$ cat src/rtl/rot_merge_pkg.sv
// Shared types and helpers for the rotate-and-merge pipeline.
// Optional build macro: ROT_MERGE_ZERO_EN (adds out_zero flag).
package rot_merge_pkg;

    localparam int WORD_W  = 32;
    localparam int SHIFT_W = 5;

    typedef struct packed {
        logic [WORD_W-1:0] rot;
        logic [WORD_W-1:0] a;
        logic [WORD_W-1:0] msk;
        logic              valid;
    } s1_t;

    // Mask selects rotated bits; clear mask bits keep the A-side word.
    function automatic logic [WORD_W-1:0] merge(input s1_t s);
        return (s.rot & s.msk) | (s.a & ~s.msk);
    endfunction

endpackage

$ cat src/rtl/rot_merge_rotator.sv
// Stateless 5-level barrel rotator: rotates data_i left by shamt_i.
// Level k rotates by 2**k when shamt_i[k] is set.
module rot_merge_rotator
    import rot_merge_pkg::*;
(
    input  logic [WORD_W-1:0]  data_i,
    input  logic [SHIFT_W-1:0] shamt_i,
    output logic [WORD_W-1:0]  data_o
);

    logic [WORD_W-1:0] lvl [0:SHIFT_W];

    assign lvl[0] = data_i;

    for (genvar k = 0; k < SHIFT_W; k++) begin : g_lvl
        localparam int N = 1 << k;
        assign lvl[k+1] = shamt_i[k]
            ? {lvl[k][WORD_W-N-1:0], lvl[k][WORD_W-1:WORD_W-N]}
            : lvl[k];
    end

    assign data_o = lvl[SHIFT_W];

endmodule

$ cat src/rtl/rot_merge.sv
// Two-stage rotate/mask-merge pipeline with valid/ready handshakes.
// Define ROT_MERGE_ZERO_EN to add the registered out_zero flag.
module rot_merge
    import rot_merge_pkg::*;
(
    input  logic               clk,
    input  logic               reset_n,
    input  logic               flush,
    input  logic               in_valid,
    output logic               in_ready,
    input  logic [WORD_W-1:0]  ob,
    input  logic [WORD_W-1:0]  a,
    input  logic [SHIFT_W-1:0] sr,
    input  logic [WORD_W-1:0]  msk,
    output logic               out_valid,
    input  logic               out_ready,
`ifdef ROT_MERGE_ZERO_EN
    output logic               out_zero,
`endif
    output logic [WORD_W-1:0]  out_data
);

    s1_t               s1_q, s1_d;
    logic              s2_vld_q, s2_vld_d;
    logic [WORD_W-1:0] data_q, data_d;
    logic              rdy_q;

    logic [WORD_W-1:0] rot_w;
    logic [WORD_W-1:0] merged;
    logic              s2_adv;
    logic              s1_adv;
    logic              accept;
    logic              ld;

    rot_merge_rotator u_rot (
        .data_i  (ob),
        .shamt_i (sr),
        .data_o  (rot_w)
    );

    assign merged = merge(s1_q);
    assign s2_adv = ~s2_vld_q | out_ready;
    assign s1_adv = ~s1_q.valid | s2_adv;

    // rdy_q keeps in_ready low until the first edge after reset.
    assign in_ready = rdy_q & ~flush & s1_adv;
    assign accept   = in_valid & in_ready;
    assign ld       = ~flush & s2_adv & s1_q.valid;

    always_comb begin
        s1_d     = s1_q;
        s2_vld_d = s2_vld_q;
        data_d   = data_q;
        if (flush) begin
            s1_d.valid = 1'b0;
            s2_vld_d   = 1'b0;
        end else begin
            if (s2_adv) begin
                s2_vld_d = s1_q.valid;
            end
            if (ld) begin
                data_d = merged;
            end
            if (s1_adv) begin
                s1_d.valid = accept;
                if (accept) begin
                    s1_d.rot = rot_w;
                    s1_d.a   = a;
                    s1_d.msk = msk;
                end
            end
        end
    end

    always_ff @(posedge clk or negedge reset_n) begin
        if (!reset_n) begin
            s1_q     <= '0;
            s2_vld_q <= 1'b0;
            data_q   <= '0;
            rdy_q    <= 1'b0;
        end else begin
            s1_q     <= s1_d;
            s2_vld_q <= s2_vld_d;
            data_q   <= data_d;
            rdy_q    <= 1'b1;
        end
    end

`ifdef ROT_MERGE_ZERO_EN
    logic zero_q, zero_d;

    assign zero_d = ld ? ~|merged : zero_q;

    always_ff @(posedge clk or negedge reset_n) begin
        if (!reset_n) begin
            zero_q <= 1'b0;
        end else begin
            zero_q <= zero_d;
        end
    end

    assign out_zero = zero_q;
`endif

    assign out_valid = s2_vld_q;
    assign out_data  = data_q;

endmodule

$ cat config.mk
export PLATFORM = sky130hd
export DESIGN_NAME = rot_merge
export DESIGN_NICKNAME = d
export VERILOG_FILES = /design/src/rtl/rot_merge_pkg.sv /design/src/rtl/rot_merge_rotator.sv /design/src/rtl/rot_merge.sv
export SDC_FILE = /design/constraint.sdc
export NUM_CORES = 1
export LEC_CHECK = 0
export ABC_AREA = 0
export ABC_CLOCK_PERIOD_IN_PS = 2000
export CAP_MARGIN = 20
export CORE_ASPECT_RATIO = 1.25
export CORE_UTILIZATION = 45
export DETAILED_ROUTE_END_ITERATION = 10
export GPL_TIMING_DRIVEN = 1
export MAX_ROUTING_LAYER = met4
export PLACE_DENSITY = 0.71
export SLEW_MARGIN = 15
export SYNTH_ARGS = -nofsm -noshare
export SYNTH_HDL_FRONTEND = slang
export SYNTH_SLANG_ARGS = --single-unit
$ cat constraint.sdc
create_clock -name clk -period 2 [get_ports clk]
set_input_delay 0.5 -clock clk [delete_from_list [all_inputs] [get_ports clk]]
set_output_delay 0.5 -clock clk [all_outputs]
set_load 0.1 [all_outputs]
; Yosys cells after proc, flatten, opt, wreduce, memory -nomap -nowiden
; Index checks and enable logic that the tools add are counted.
[op_classes]
n_mux = 9
order_cmp = 0
bitwise_logic = 14
add_sub_neg = 0
shifts = 0
div = 0
n_reduce_logical = 4
eq_ne = 0
n_mul = 0
[ops]
columns = operator, n
row1 = $mux 32, 5
row2 = $and 32x32->32, 2
row3 = $not 32->32, 1
row4 = $or 32x32->32, 1
row5 = $and 1x1->1, 5
row6 = $mux 1, 4
row7 = $reduce_bool 2->1, 2
row8 = $not 1->1, 3
row9 = $reduce_and 3->1, 1
row10 = $or 1x1->1, 2
row11 = $reduce_and 2->1, 1
[totals]
memories = 0
word_cells = 34
latchBits = 0
ramBits = 0
regBits = 131
input_bits = 106
mem_bits_ro = 0

; Logic depth before layout (Yosys ltp)
; Gate-level depths: netlist of run 1.
[depth]
depth_word = 7
ltp_mapped = 7
ltp_nobuf = 4

; Hierarchy
; From an unflattened synthesis of run 1, not the netlist that was laid out.
[hier_totals]
hier_cells = 430
hier_area_um2 = 7327.0
[by_module_without_submodules]
columns = module, n_inst, area_each_um2, cells_per_inst, seq_area_each_um2
row1 = rot_merge, 1, 5378.9, 314, 3278.1
row2 = rot_merge_rotator, 1, 1948.1, 116, 0.0

; Worst setup path after synthesis of run 1
; Ideal clock, no wire load.
[synth_path]
path_kind = flip-flop to output port
startpoint = register s2_vld_q, in the netlist out_valid
endpoint = output in_ready
required_time_ps = 1500
stages_incl_launch_ff = 3
path_slack_ps = -1043
arrival_ps = 2543
cell_sequence = dfrtp_1 -> nor2b_1 -> a21oi_1
[synth_between]
elab_chain_cells = 4
[synth_lines]
columns = item, line
row1 = "start, declared", rot_merge.sv:24  ; logic s2_vld_q, s2_vld_d;
row2 = "start signal, assigned", rot_merge.sv:83  ; s2_vld_q <= s2_vld_d;
row3 = $not 1->1, rot_merge.sv:42  ; assign s2_adv = ~s2_vld_q | out_ready;
row4 = $or 1x1->1, rot_merge.sv:42
row5 = $or 1x1->1, rot_merge.sv:43  ; assign s1_adv = ~s1_q.valid | s2_adv;
row6 = $and 1x1->1, rot_merge.sv:46  ; assign in_ready = rdy_q & ~flush & s1_adv;
row7 = "end, declared", rot_merge.sv:10  ; output logic in_ready,
; No other way between the ends.

; Final worst setup path of run 1
[layout_path]
startpoint = input ob[2]
endpoint = register s1_q[94] in the netlist's numbering
[layout_between]
elab_chain_cells = 5
[layout_lines]
columns = item, line
row1 = "start, declared", rot_merge.sv:11  ; input logic [WORD_W-1:0] ob,
row2 = $mux 32 (5 in a row), rot_merge_rotator.sv:18  ; ? {lvl[k][WORD_W-N-1:0], lvl[k][WORD_W-1:WORD_W-N]}
row3 = "end signal, assigned", rot_merge.sv:77  ; s1_q <= '0;
row4 = "end signal, assigned", rot_merge.sv:82  ; s1_q <= s1_d;
row5 = "end, declared", rot_merge.sv:23  ; s1_t s1_q, s1_d;
; No other way between the ends.
; A chain may end at the register's enable or synchronous reset.

==> results.txt, run 1 <==
----------------------------------------------------
[Run status]
  Outcome ... complete, but fails checks
  Failing checks ... hold timing

[Worst setup path]
  Worst setup EP type ... flip-flop
  Buf+Inv Stages, Crit Path ... 1
  Worst setup path startpoint ... ob[2]
  Arrival time of data at the critical path endpoint ... 2.25 ns
  Number of cells on the worst reg-to-reg path ... 5
  Sequence of cells on the critical path ... clkdlybuf4s50_1 > mux2i_1 > mux4_2 > a22o_1 > o31ai_2
  Critical-path top delay cell ... mux4_2
  WP data required ... 2.33 ns
  Delay of the slowest cell on the worst path ... 0.58 ns
  Endpoint of the most critical setup path ... s1_q[94]$_DFFE_PN0P_
  Setup slack, reg-to-reg ... 0.17 ns
  Worst r2r dst ... s1_q[65]$_DFFE_PN0P_
  Worst Setup Start Kind ... input pin
  Cell family with most CP delay ... multiplexers
  Beginning of the worst register-to-register path ... out_valid$_DFFE_PN0P_
  Critical path start-end classification ... input pin to flip-flop
  Critical path peak fanout ... 4
  Cell count along the critical path ... 5

[STA]
  Min Clock Period, post-route ... 1.923 ns
  Fmax achieved ... 0.5200 GHz
  Worst relative slew slack ... approximately two thirds
  Final setup violation count ... 0
  Hold violation total from the final report ... 5
  Max Clock Skew ... 0.01572 ns
  RSZ-0062 raised after global routing ... false
  Setup slack of the critical path after layout ... 0.07685 ns
  Worst slack on hold paths ... -0.005441 ns
  Max-slew violation count ... 0
  Final worst path period share ... a little over nine tenths
  Slew @ Worst Pin ... 0.4965 ns

[GRT]
  Overall routing resource usage ... 24.42%
  First-pass GRT wire length ... slightly below 30000 µm
  Remaining Overflow, GRT ... 0
  Number of antenna violations at the first check in global routing ... 0
  Maximum number of pins on one net before global-route repair ... 50
  Number of global-route vias before repair ... around 5.6k

[Floorplan]
  Number of standard-cell rows in the floorplan ... 50
  I/O pin count ... 140
  Floorplan die area ... 16280 µm²
  Die height ... between 100 and 150 µm
  Die boundary width ... roughly 110 µm
  Initial cell density of the core ... 46.69%
  Core box area ... 15200 µm²

[Clock network]
  Number of buffers created by CTS ... 17
  Cts hold-fix bufs ... 0
  Master cell of the clock root buffer ... clkbuf_16
  Clock tree from TritonCTS ... done
  Post-CTS clock slew at the launch and capture registers of the worst setup and hold paths ... 0.06 ns
  Longest Clk Path Bufs ... 2
  Latest clock arrival within the worst-skew pair ... approximately 0.42 ns
  CTS HTree Levels ... 4
  Number of clock sinks ... 131

[Layout]
  Area grow syn2layout ... 40.60%
  Layout cell share with drive strength beyond 1 ... 33.56%
  Antenna fix cells ... 0
  Final Net Count ... 823

[Drt]
  Number of DRC markers in iteration 0 ... about 330
  Post-Route WL ... 18220 µm
  Router iterations before antenna repair ... 5
  Via count of the routed design ... 5330
  DRC Markers ... 0
  Detail-routed net length per standard cell ... 19.42 µm
  DR vias/cell ... around 5.7
  Antenna Nets Post-Route ... 0

[Synth]
  Share of synthesized area spent on multiplexers ... 29.65%
  Most used flip-flop cell after synthesis ... dfrtp_1
  Fraction of post-synthesis cell area in the top cell type by area ... approximately 46%
  Post-synthesis cell type count ... 29
  Share of the yosys chip area belonging to registers ... 46.18%
  Synth top area cells ... dfrtp_1 46%, mux2_2 11%, mux4_2 9.8%, mux2i_1 9.0%, a22o_1 7.2%
  Combinational family with the most area after synthesis ... multiplexers
  Synthesized-area fraction occupied by ao, oa, aoi and oai cells ... around 16%
  Adder and majority gate portion of the synthesized area ... 0%
  Count of flip-flops with a built-in enable after synthesis ... 0
  Number of synthesized register bits ... approximately 130
  Gate Count Post-Synth ... 560
  Syn Std Cell Area ... 7098 µm²
  Yosys top cell by area ... dfrtp_1
  Async set-reset flop share out of synthesis ... 100.0%
  Yosys warning count ... 0
  Post-Synthesis Mean Instance Area ... 12.68 µm²
  Post-Synth Simple-Gate Area ... under 10%
  Post-Synth XOR/XNOR Area ... 0%
  Number of nets produced by synthesis ... ~670

[Placement]
  Gp weighted congestion ... 0.9047
  Worst-case setup slack after placement ... -0.4557 ns
  Count of input and output buffers ... 139
  Post-detail-place hpwl ... 13640 µm

[Power and ir drop]
  Power density over cell area ... 1115 nW/µm²
  Worst IR Drop VDD ... 624.6 µV
  Total Power ... 11.13 mW
  Total leakage power ... 4.306 nW

[Hold path]
  Hold/Removal Path Class ... input pin to async pin

[Flow run]
  Max-cap viol count ... 0

----------------------------------------------------
## cells in the mapped netlist, types with 2 or more instances
| master | instances |
|---|---|
| nand2b_1 | 5 |
| mux2_2 | 68 |
| a22oi_1 | 2 |
| mux2i_1 | 64 |
| o41ai_2 | 3 |
| buf_1 | 5 |
| mux4_2 | 31 |
| nor2b_1 | 5 |
| and2_1 | 4 |
| a21oi_1 | 37 |
| dfrtp_1 | 131 |
| buf_4 | 3 |
| clkbuf_1 | 25 |
| o31ai_1 | 7 |
| o2bb2ai_1 | 2 |
| a22o_1 | 58 |
| buf_8 | 2 |
| buf_2 | 7 |
| o31ai_2 | 21 |
| nor2_1 | 39 |
| nand2_1 | 33 |
## per-stage QoR
| stage | utilization [%] | cells | TNS (ns) | instance area, µm² |
|---|---|---|---|---|
| after floorplan | - | 560 | -0.1940 | 7118 |
| after global placement | 60.96 | 904 | -18.92 | 9268 |
| after detailed placement | 60.96 | 904 | -21.07 | 9268 |
| after CTS | 65.57 | 938 | 0 | 9968 |
| after global routing | 65.65 | 938 | 0 | 9980 |
| final | 65.65 | 938 | 0 | 9980 |
## area by class of cell
type | instances | area, µm²
flip-flops and latches | 131 | 3282
well taps | 208 | 260.3
clock buffers | 18 | 429.2
clock inverters | 14 | 211.5
inverters | 1 | 3.754
fillers | 1149 | 5223
repair buffers | 182 | 2151
multi-input cells | 384 | 3642
## what timing repair did
| action | CTS | global route |
|---|---|---|
| setup buffers | 1 | 1 |
| pin swaps | 1 | 1 |
| gates cloned | 1 | 0 |
| resized for setup | 7 | 4 |
| endpoints found under the setup margin | 2 | 3 |
## registers in the layout (all words and copies together) (netlist names)
signal and cells:
out_data 32, out_valid 1, rdy_q 1, s1_q 97
## worst min path at each step
| stage | from | end | slack, ns | cells after the start |
|---|---|---|---|---|
| CTS | reset_n | s1_q[60]$_DFFE_PN0P_ | 0.0001 | 1 |
| detailed placement | reset_n | out_data[27]$_DFFE_PN0P_ | 0.45 | 1 |
| global route | reset_n | s1_q[60]$_DFFE_PN0P_ | 0.01 | 1 |
| global placement | reset_n | out_data[27]$_DFFE_PN0P_ | 0.45 | 1 |
| finish | reset_n | s1_q[31]$_DFFE_PN0P_ | -0.005 | 1 |
| floorplan | reset_n | out_data[0]$_DFFE_PN0P_ | 0.20 | 0 |
## kinds of logic (layout without fill, tap and decap cells)
kind of cell    count (synthesis)  after routing
mux                           163            163
compound gates                133            133
flops                         131            131
simple gates                   87             87
buf+inv                        45            215
other cells                     1              1
## power by group
part	switching (mW)	total (mW)	internal, mW
Sequential	0.494	3.73	3.23
Clock	1.17	3.37	2.20
Combinational	2.33	4.03	1.70
Total	3.99	11.1	7.13
## metal layers
layer	up-vias	wire length (µm)	GRT usage, %
met5	-	0	-
met1	2694	7320	28.52
met4	0	478	9.433
met2	174	9666	41.88
met3	25	754	4.216
li1	2437	-	-
## layout by cell type (no fill, tap or decap), types with 3 or more instances in the layout
master           instances
dfrtp_1                130
clkdlybuf4s50_1         99
mux2_2                  68
mux2i_1                 60
a22o_1                  58
buf_12                  41
nor2_1                  38
a21oi_1                 36
buf_4                   36
nand2_1                 33
mux4_2                  31
o31ai_2                 21
clkbuf_16               17
o31ai_1                  7
bufinv_16                5
nor2b_1                  4
and2_1                   4
mux2i_2                  4
nand2b_1                 4
clkinv_2                 4
o41ai_2                  3
clkinv_4                 3
dlygate4sd2_1            3
Note: power is estimated with default switching activity, not from simulation.
==> run 2: changes to the inputs <==
Settings changed: RECOVER_POWER set to 100.
==> results.txt, run 2 (synthesized netlist as in run 1, its figures left out) <==
----------------------------------------------------
[Run status]
  Outcome ... complete, but fails checks
  Failing checks ... capacitance limit, slew limit

[Floorplan]
  Floorplan die area ... 16280 µm² (unchanged)
  Number of standard-cell rows in the floorplan ... 50 (unchanged)
  Die height ... 142.4 µm (unchanged)
  Core box area ... 15200 µm² (unchanged)
  Die boundary width ... 114.3 µm (unchanged)
  I/O pin count ... 140 (unchanged)
  Initial cell density of the core ... 46.69% (unchanged)

[GRT]
  First-pass GRT wire length ... 29250 µm (unchanged)
  Remaining Overflow, GRT ... 0 (unchanged)
  Overall routing resource usage ... 24.42% (unchanged)
  Maximum number of pins on one net before global-route repair ... 50 (unchanged)
  Number of antenna violations at the first check in global routing ... 0 (unchanged)
  Number of global-route vias before repair ... 5550 (unchanged)

[Drt]
  Post-Route WL ... 18210 µm (about the same)
  Number of DRC markers in iteration 0 ... 341 (+2.1%)
  DRC Markers ... 0 (unchanged)
  Router iterations before antenna repair ... 5 (unchanged)
  Via count of the routed design ... 5300 (-0.56%)
  Detail-routed net length per standard cell ... 19.41 µm (about the same)
  DR vias/cell ... 5.650 (-0.56%)
  Antenna Nets Post-Route ... 0 (unchanged)

[Layout]
  Layout cell share with drive strength beyond 1 ... 32.60% (-0.96 points)
  Final non-filler cell area ... 9467 µm² (-5.1%)
  Commonest non-fill, non-tap cells in the layout ... 130 x dfrtp_1, 98 x clkdlybuf4s50_1, 68 x mux2_2
  Antenna fix cells ... 0 (unchanged)
  Final Net Count ... 823 (unchanged)
  Largest register by flop count ... s1_q
  Max FFs per register ... 97 (unchanged)
  Leading cell type in the layout, fill and taps excluded ... dfrtp_1
  Area grow syn2layout ... 33.37%
  Finished Layout Cells ... 938 (unchanged)

[STA]
  Final worst path period share ... 97.68% (+1.5 points)
  Fmax achieved ... 0.5119 GHz (-1.6%)
  Final setup violation count ... 0 (unchanged)
  Hold violation total from the final report ... 0 (-5)
  Worst relative slew slack ... -9.423% (-75 points)
  Sum of negative setup slack ... 0 ns (unchanged)
  Min Clock Period, post-route ... 1.954 ns (+0.03052 ns)
  Max Clock Skew ... 0.009255 ns (-0.006461 ns)
  Max-slew violation count ... 28 (+28)
  RSZ-0062 raised after global routing ... false
  Slew @ Worst Pin ... 1.641 ns (+1.145 ns)

[Power and ir drop]
  Power density over cell area ... 1105 nW/µm² (-0.92%)
  Worst IR Drop VDD ... 621.5 µV (-0.49%)
  Total leakage power ... 4.115 nW (-4.4%)

[Clock network]
  Latest clock arrival within the worst-skew pair ... 0.42 ns (about the same)
  Post-CTS clock slew at the launch and capture registers of the worst setup and hold paths ... 0.06 ns (about the same)
  Number of buffers created by CTS ... 17 (unchanged)
  Master cell of the clock root buffer ... clkbuf_16
  Longest Clk Path Bufs ... 2 (unchanged)
  Clock tree from TritonCTS ... done
  Number of clock sinks ... 131 (unchanged)
  CTS HTree Levels ... 4 (unchanged)

[Worst setup path]
  Delay of the slowest cell on the worst path ... 0.58 ns (about the same)
  Buf+Inv Stages, Crit Path ... 1 (unchanged)
  Worst setup EP type ... flip-flop
  Cell family with most CP delay ... multiplexers
  Arrival time of data at the critical path endpoint ... 2.27 ns (+0.02 ns)
  Critical-path top delay cell ... mux4_2
  WP data required ... 2.32 ns (about the same)
  Critical path start-end classification ... input pin to flip-flop
  Sequence of cells on the critical path ... clkdlybuf4s50_1 > mux2i_1 > mux4_2 > a22o_1 > o31ai_1
  Critical path peak fanout ... 4 (unchanged)
  Worst Setup Start Kind ... input pin

[Placement]
  Placed cell area ... 9268 µm² (unchanged)
  Gp weighted congestion ... 0.9047 (unchanged)
  Placed Cells ... 904 (unchanged)
  Count of input and output buffers ... 139 (unchanged)
  Post-detail-place hpwl ... 13640 µm (unchanged)

[Flow run]
  Max-cap viol count ... 1 (+1)

[Hold path]
  Hold/Removal Path Class ... input pin to flip-flop

----------------------------------------------------
-- run 2: cell types whose count changed in the layout (fill, tap and decap cells not counted), sizes merged --
cell / before / now
clkdlybuf4s50: 99 / 98
buf: 79 / 38
dlygate4sd3: 0 / 1
clkbuf: 18 / 59
-- run 2: power by group --
part,switching (mW),internal (mW)
Combinational,2.33,1.13
Clock,1.16,2.20
Sequential,0.396,3.23
-- run 2: layout make-up --
class / count / area, µm²
flip-flops and latches: 131 / 3282
clock inverters: 14 / 211.5
clock buffers: 18 / 429.2
inverters: 1 / 3.754
repair buffers: 182 / 1653
well taps: 208 / 260.3
fillers: 1219 / 5736
multi-input cells: 384 / 3627
-- run 2: worst paths after layout --
check,start,to,slack (ns),depth (start not counted)
max in group asynchronous,reset_n,out_valid$_DFFE_PN0P_,0.46,2
setup / recovery,ob[2],s1_q[94]$_DFFE_PN0P_,0.05,5
hold / removal,flush,out_valid$_DFFE_PN0P_,0.48,3
setup reg to reg,out_valid$_DFFE_PN0P_,s1_q[31]$_DFFE_PN0P_,0.13,5
hold reg to reg,s1_q[93]$_DFFE_PN0P_,s1_q[93]$_DFFE_PN0P_,0.49,2
min in group asynchronous,reset_n,s1_q[31]$_DFFE_PN0P_,0.49,1
-- run 2: layer usage --
| metal | GRT usage (%) | part of all wire (%) |
|---|---|---|
| met3 | 4.216 | 4.2 |
| met4 | 9.433 | 2.7 |
| met1 | 28.52 | 40 |
| met2 | 41.88 | 53 |
| met5 | - | 0 |
-- run 2: repair_timing --
| item | 4_1_cts | 5_1_grt |
|---|---|---|
| setup buffers | 1 | 1 |
| hold buffers | 0 | 0 |
| pin swaps | 1 | 1 |
| gates cloned | 1 | 0 |
| hold endpoints to repair | 0 | 0 |
| gates resized for setup | 7 | 4 |
| setup endpoints to repair | 2 | 3 |
-- run 2: tightest hold or removal path, stage by stage --
cell           delay, ns
dlygate4sd2_1       0.22
buf_4               0.11
nor2_1              0.04
-- run 2: stage by stage --
step           util (%)  worst slack [ns]  power (mW)  hold slack, ns
2_1_floorplan         -           -0.1940       6.189          0.2044
3_3_place_gp      60.96           -0.4208       7.692          0.4464
3_5_place_dp      60.96           -0.4557       7.811          0.4524
4_1_cts           65.57           0.01979       11.21       0.0001337
5_1_grt           62.27          0.009601       10.90          0.4991
6_report          62.27           0.04633       10.46          0.4849
==> run 3: changes to the inputs <==
Settings changed: ABC_CLOCK_PERIOD_IN_PS 2000 to 2500.
Clock period 2 ns to 2.5 ns, I/O delays scaled along.
==> results.txt, run 3 (synthesized netlist as in run 1, its figures left out) <==
----------------------------------------------------
[Worst setup path]
  Worst Setup Start Kind ... input pin
  Delay of the slowest cell on the worst path ... 0.58 ns (about the same)
  Arrival time of data at the critical path endpoint ... 1.77 ns (-0.50 ns)
  Worst setup EP type ... primary output
  Worst r2r dst ... s1_q[62]$_DFFE_PN0P_
  Setup slack, reg-to-reg ... 0.52 ns (+0.39 ns)
  Critical path start-end classification ... input pin to primary output
  Cell family with most CP delay ... buffers and inverters
  Number of cells on the worst reg-to-reg path ... 4 (-1)
  Beginning of the worst register-to-register path ... out_valid$_DFFE_PN0P_
  Buf+Inv Stages, Crit Path ... 2 (+1)
  Critical path peak fanout ... 3 (-1)
  Critical-path top delay cell ... dlygate4sd3_1
  Cell count along the critical path ... 4 (-1)
  Sequence of cells on the critical path ... dlygate4sd3_1 > nand2b_1 > a21oi_2 > buf_12
  WP data required ... 1.88 ns (-0.44 ns)

[Drt]
  Via count of the routed design ... 5343 (+0.81%)
  DRC Markers ... 0 (unchanged)
  Detail-routed net length per standard cell ... 19.26 µm (-0.75%)
  DR vias/cell ... 5.789 (+2.4%)
  Router iterations before antenna repair ... 5 (unchanged)
  Post-Route WL ... 17780 µm (-2.3%)
  Number of DRC markers in iteration 0 ... 374 (+9.7%)
  Antenna Nets Post-Route ... 0 (unchanged)

[Power and ir drop]
  Worst IR Drop VDD ... 475.6 µV (-23%)
  Total leakage power ... 3.959 nW (-3.8%)
  Power density over cell area ... 888.4 nW/µm² (-20%)

[STA]
  Slew @ Worst Pin ... 1.098 ns (-0.5432 ns)
  Min Clock Period, post-route ... around 2.4 ns
  Final setup violation count ... 0 (unchanged)
  Worst relative slew slack ... 26.79% (+36 points)
  Final worst path period share ... between 90% and 100%
  Worst slack on hold paths ... 0.3910 ns (-0.09390 ns)
  Hold violation total from the final report ... 0 (unchanged)
  RSZ-0062 raised after global routing ... false
  Setup slack of the critical path after layout ... 0.1037 ns (+0.05739 ns)
  Fmax achieved ... 0.4173 GHz
  Max-slew violation count ... 0 (-100%)
  Max Clock Skew ... 0.009279 ns (+0.00002439 ns)

[Floorplan]
  Die height ... 142.4 µm (unchanged)
  Floorplan die area ... 16280 µm² (unchanged)
  Number of standard-cell rows in the floorplan ... 50 (unchanged)
  Core box area ... 15200 µm² (unchanged)
  I/O pin count ... 140 (unchanged)
  Initial cell density of the core ... 46.69% (unchanged)
  Die boundary width ... 114.3 µm (unchanged)

[Clock network]
  Latest clock arrival within the worst-skew pair ... 0.41 ns (about the same)
  Cts hold-fix bufs ... 0 (unchanged)
  Master cell of the clock root buffer ... clkbuf_16
  Longest Clk Path Bufs ... 2 (unchanged)
  Clock tree from TritonCTS ... done
  Post-CTS clock slew at the launch and capture registers of the worst setup and hold paths ... 0.06 ns (about the same)
  Number of buffers created by CTS ... 17 (unchanged)
  Number of clock sinks ... 131 (unchanged)
  Setup Fix Bufs, Post-CTS ... 0 (-1)
  CTS HTree Levels ... 4 (unchanged)
  Cells resized by post-CTS repair ... 0 (-7)

[Layout]
  Leading cell type in the layout, fill and taps excluded ... dfrtp_1
  Final Net Count ... 808 (-1.8%)
  Area grow syn2layout ... 28.75%
  Storage cell area ... 3278 µm² (-0.11%)
  Antenna fix cells ... 0 (unchanged)
  Largest register by flop count ... s1_q
  Fraction of the core area covered by cells at the end of the flow ... 60.12% (-2.2 points)
  Layout cell share with drive strength beyond 1 ... 28.11% (-4.5 points)
  Combined area of the multi-input logic cells ... 3505 µm² (-3.4%)
  Commonest non-fill, non-tap cells in the layout ... 131 x dfrtp_1, 100 x clkdlybuf4s50_1, 68 x mux2_2
  Max FFs per register ... 97 (unchanged)
  Filler Cells Inserted ... 1269 (+4.1%)
  Finished Layout Cells ... 923 (-1.6%)

[Placement]
  Placed Cells ... 891 (-1.4%)
  Count of input and output buffers ... 139 (unchanged)
  Worst-case setup slack after placement ... -0.07777 ns (+0.3779 ns)
  Gp weighted congestion ... 0.8748 (-3.3%)
  Post-detail-place hpwl ... 13200 µm (-3.2%)

[GRT]
  Number of antenna violations at the first check in global routing ... 0 (unchanged)
  Maximum number of pins on one net before global-route repair ... 49 (-2.0%)
  Remaining Overflow, GRT ... 0 (unchanged)
  Overall routing resource usage ... 23.32% (-1.1 points)
  First-pass GRT wire length ... 28170 µm (-3.7%)
  Number of global-route vias before repair ... 5387 (-2.9%)

[Flow run]
  Max-cap viol count ... 0 (-1)

[Run status]
  Outcome ... finished clean

[Hold path]
  Hold/Removal Path Class ... input pin to async pin

----------------------------------------------------
## run 3: cell count changes in the layout (fill, tap and decap cells not counted), moves of 3 or more
cell	previous run	this run
buf_4	24	13
dlygate4sd2_1	3	0
mux2i_1	60	64
mux2i_2	4	0
o31ai_1	10	24
o31ai_2	18	4
## run 3: cell type report
cell class | instances | share of cell area [%]
Multi-Input combinational cell | 384 | 38.35
Inverter | 1 | 0.04107
Sequential cell | 131 | 35.87
Timing Repair Buffer | 167 | 16.24
Clock inverter | 15 | 1.999
Tap cell | 208 | 2.848
Clock buffer | 17 | 4.655
## run 3: per-layer routing
| layer | GRT usage (%) | wire [µm] | vias up |
|---|---|---|---|
| met5 | - | 0 | - |
| met4 | 6.767 | 240 | 0 |
| met3 | 4.259 | 842 | 25 |
| met2 | 40.26 | 9456 | 215 |
| met1 | 27.78 | 7240 | 2691 |
| li1 | - | - | 2412 |
## run 3: how the worst max path moves through the flow
stage                                from                    to  slack (ns)
global placement                    sr[3]  s1_q[81]$_DFFE_PN0P_       -0.06
finish                              flush              in_ready        0.10
global route                        flush              in_ready        0.08
detailed placement                  sr[3]  s1_q[81]$_DFFE_PN0P_       -0.08
floorplan           out_valid$_DFFE_PN0P_              in_ready       -0.05
CTS                             out_ready              in_ready        0.17
## run 3: report_power, final
part	internal (mW)	leakage, nW	switching [mW]
combinational	0.861	2.12	1.84
sequential	2.58	1.55	0.317
clock	1.57	0.286	0.943
## run 3: per-stage QoR
step,instance area (µm²),TNS (ns),power [mW]
finish,9139,0,8.119
global route,9139,0,8.454
floorplan,7102,-1.569,4.949
detailed placement,8788,-0.2824,5.795
CTS,9397,0,8.333
global placement,8788,-0.08051,5.713
## run 3: worst register-to-register path, stage by stage, from the launching register on
cell      delay [ns]
dfrtp_1         0.36
nor2b_1         0.22
a211o_4         0.32
clkbuf_1        0.55
mux2_2          0.41
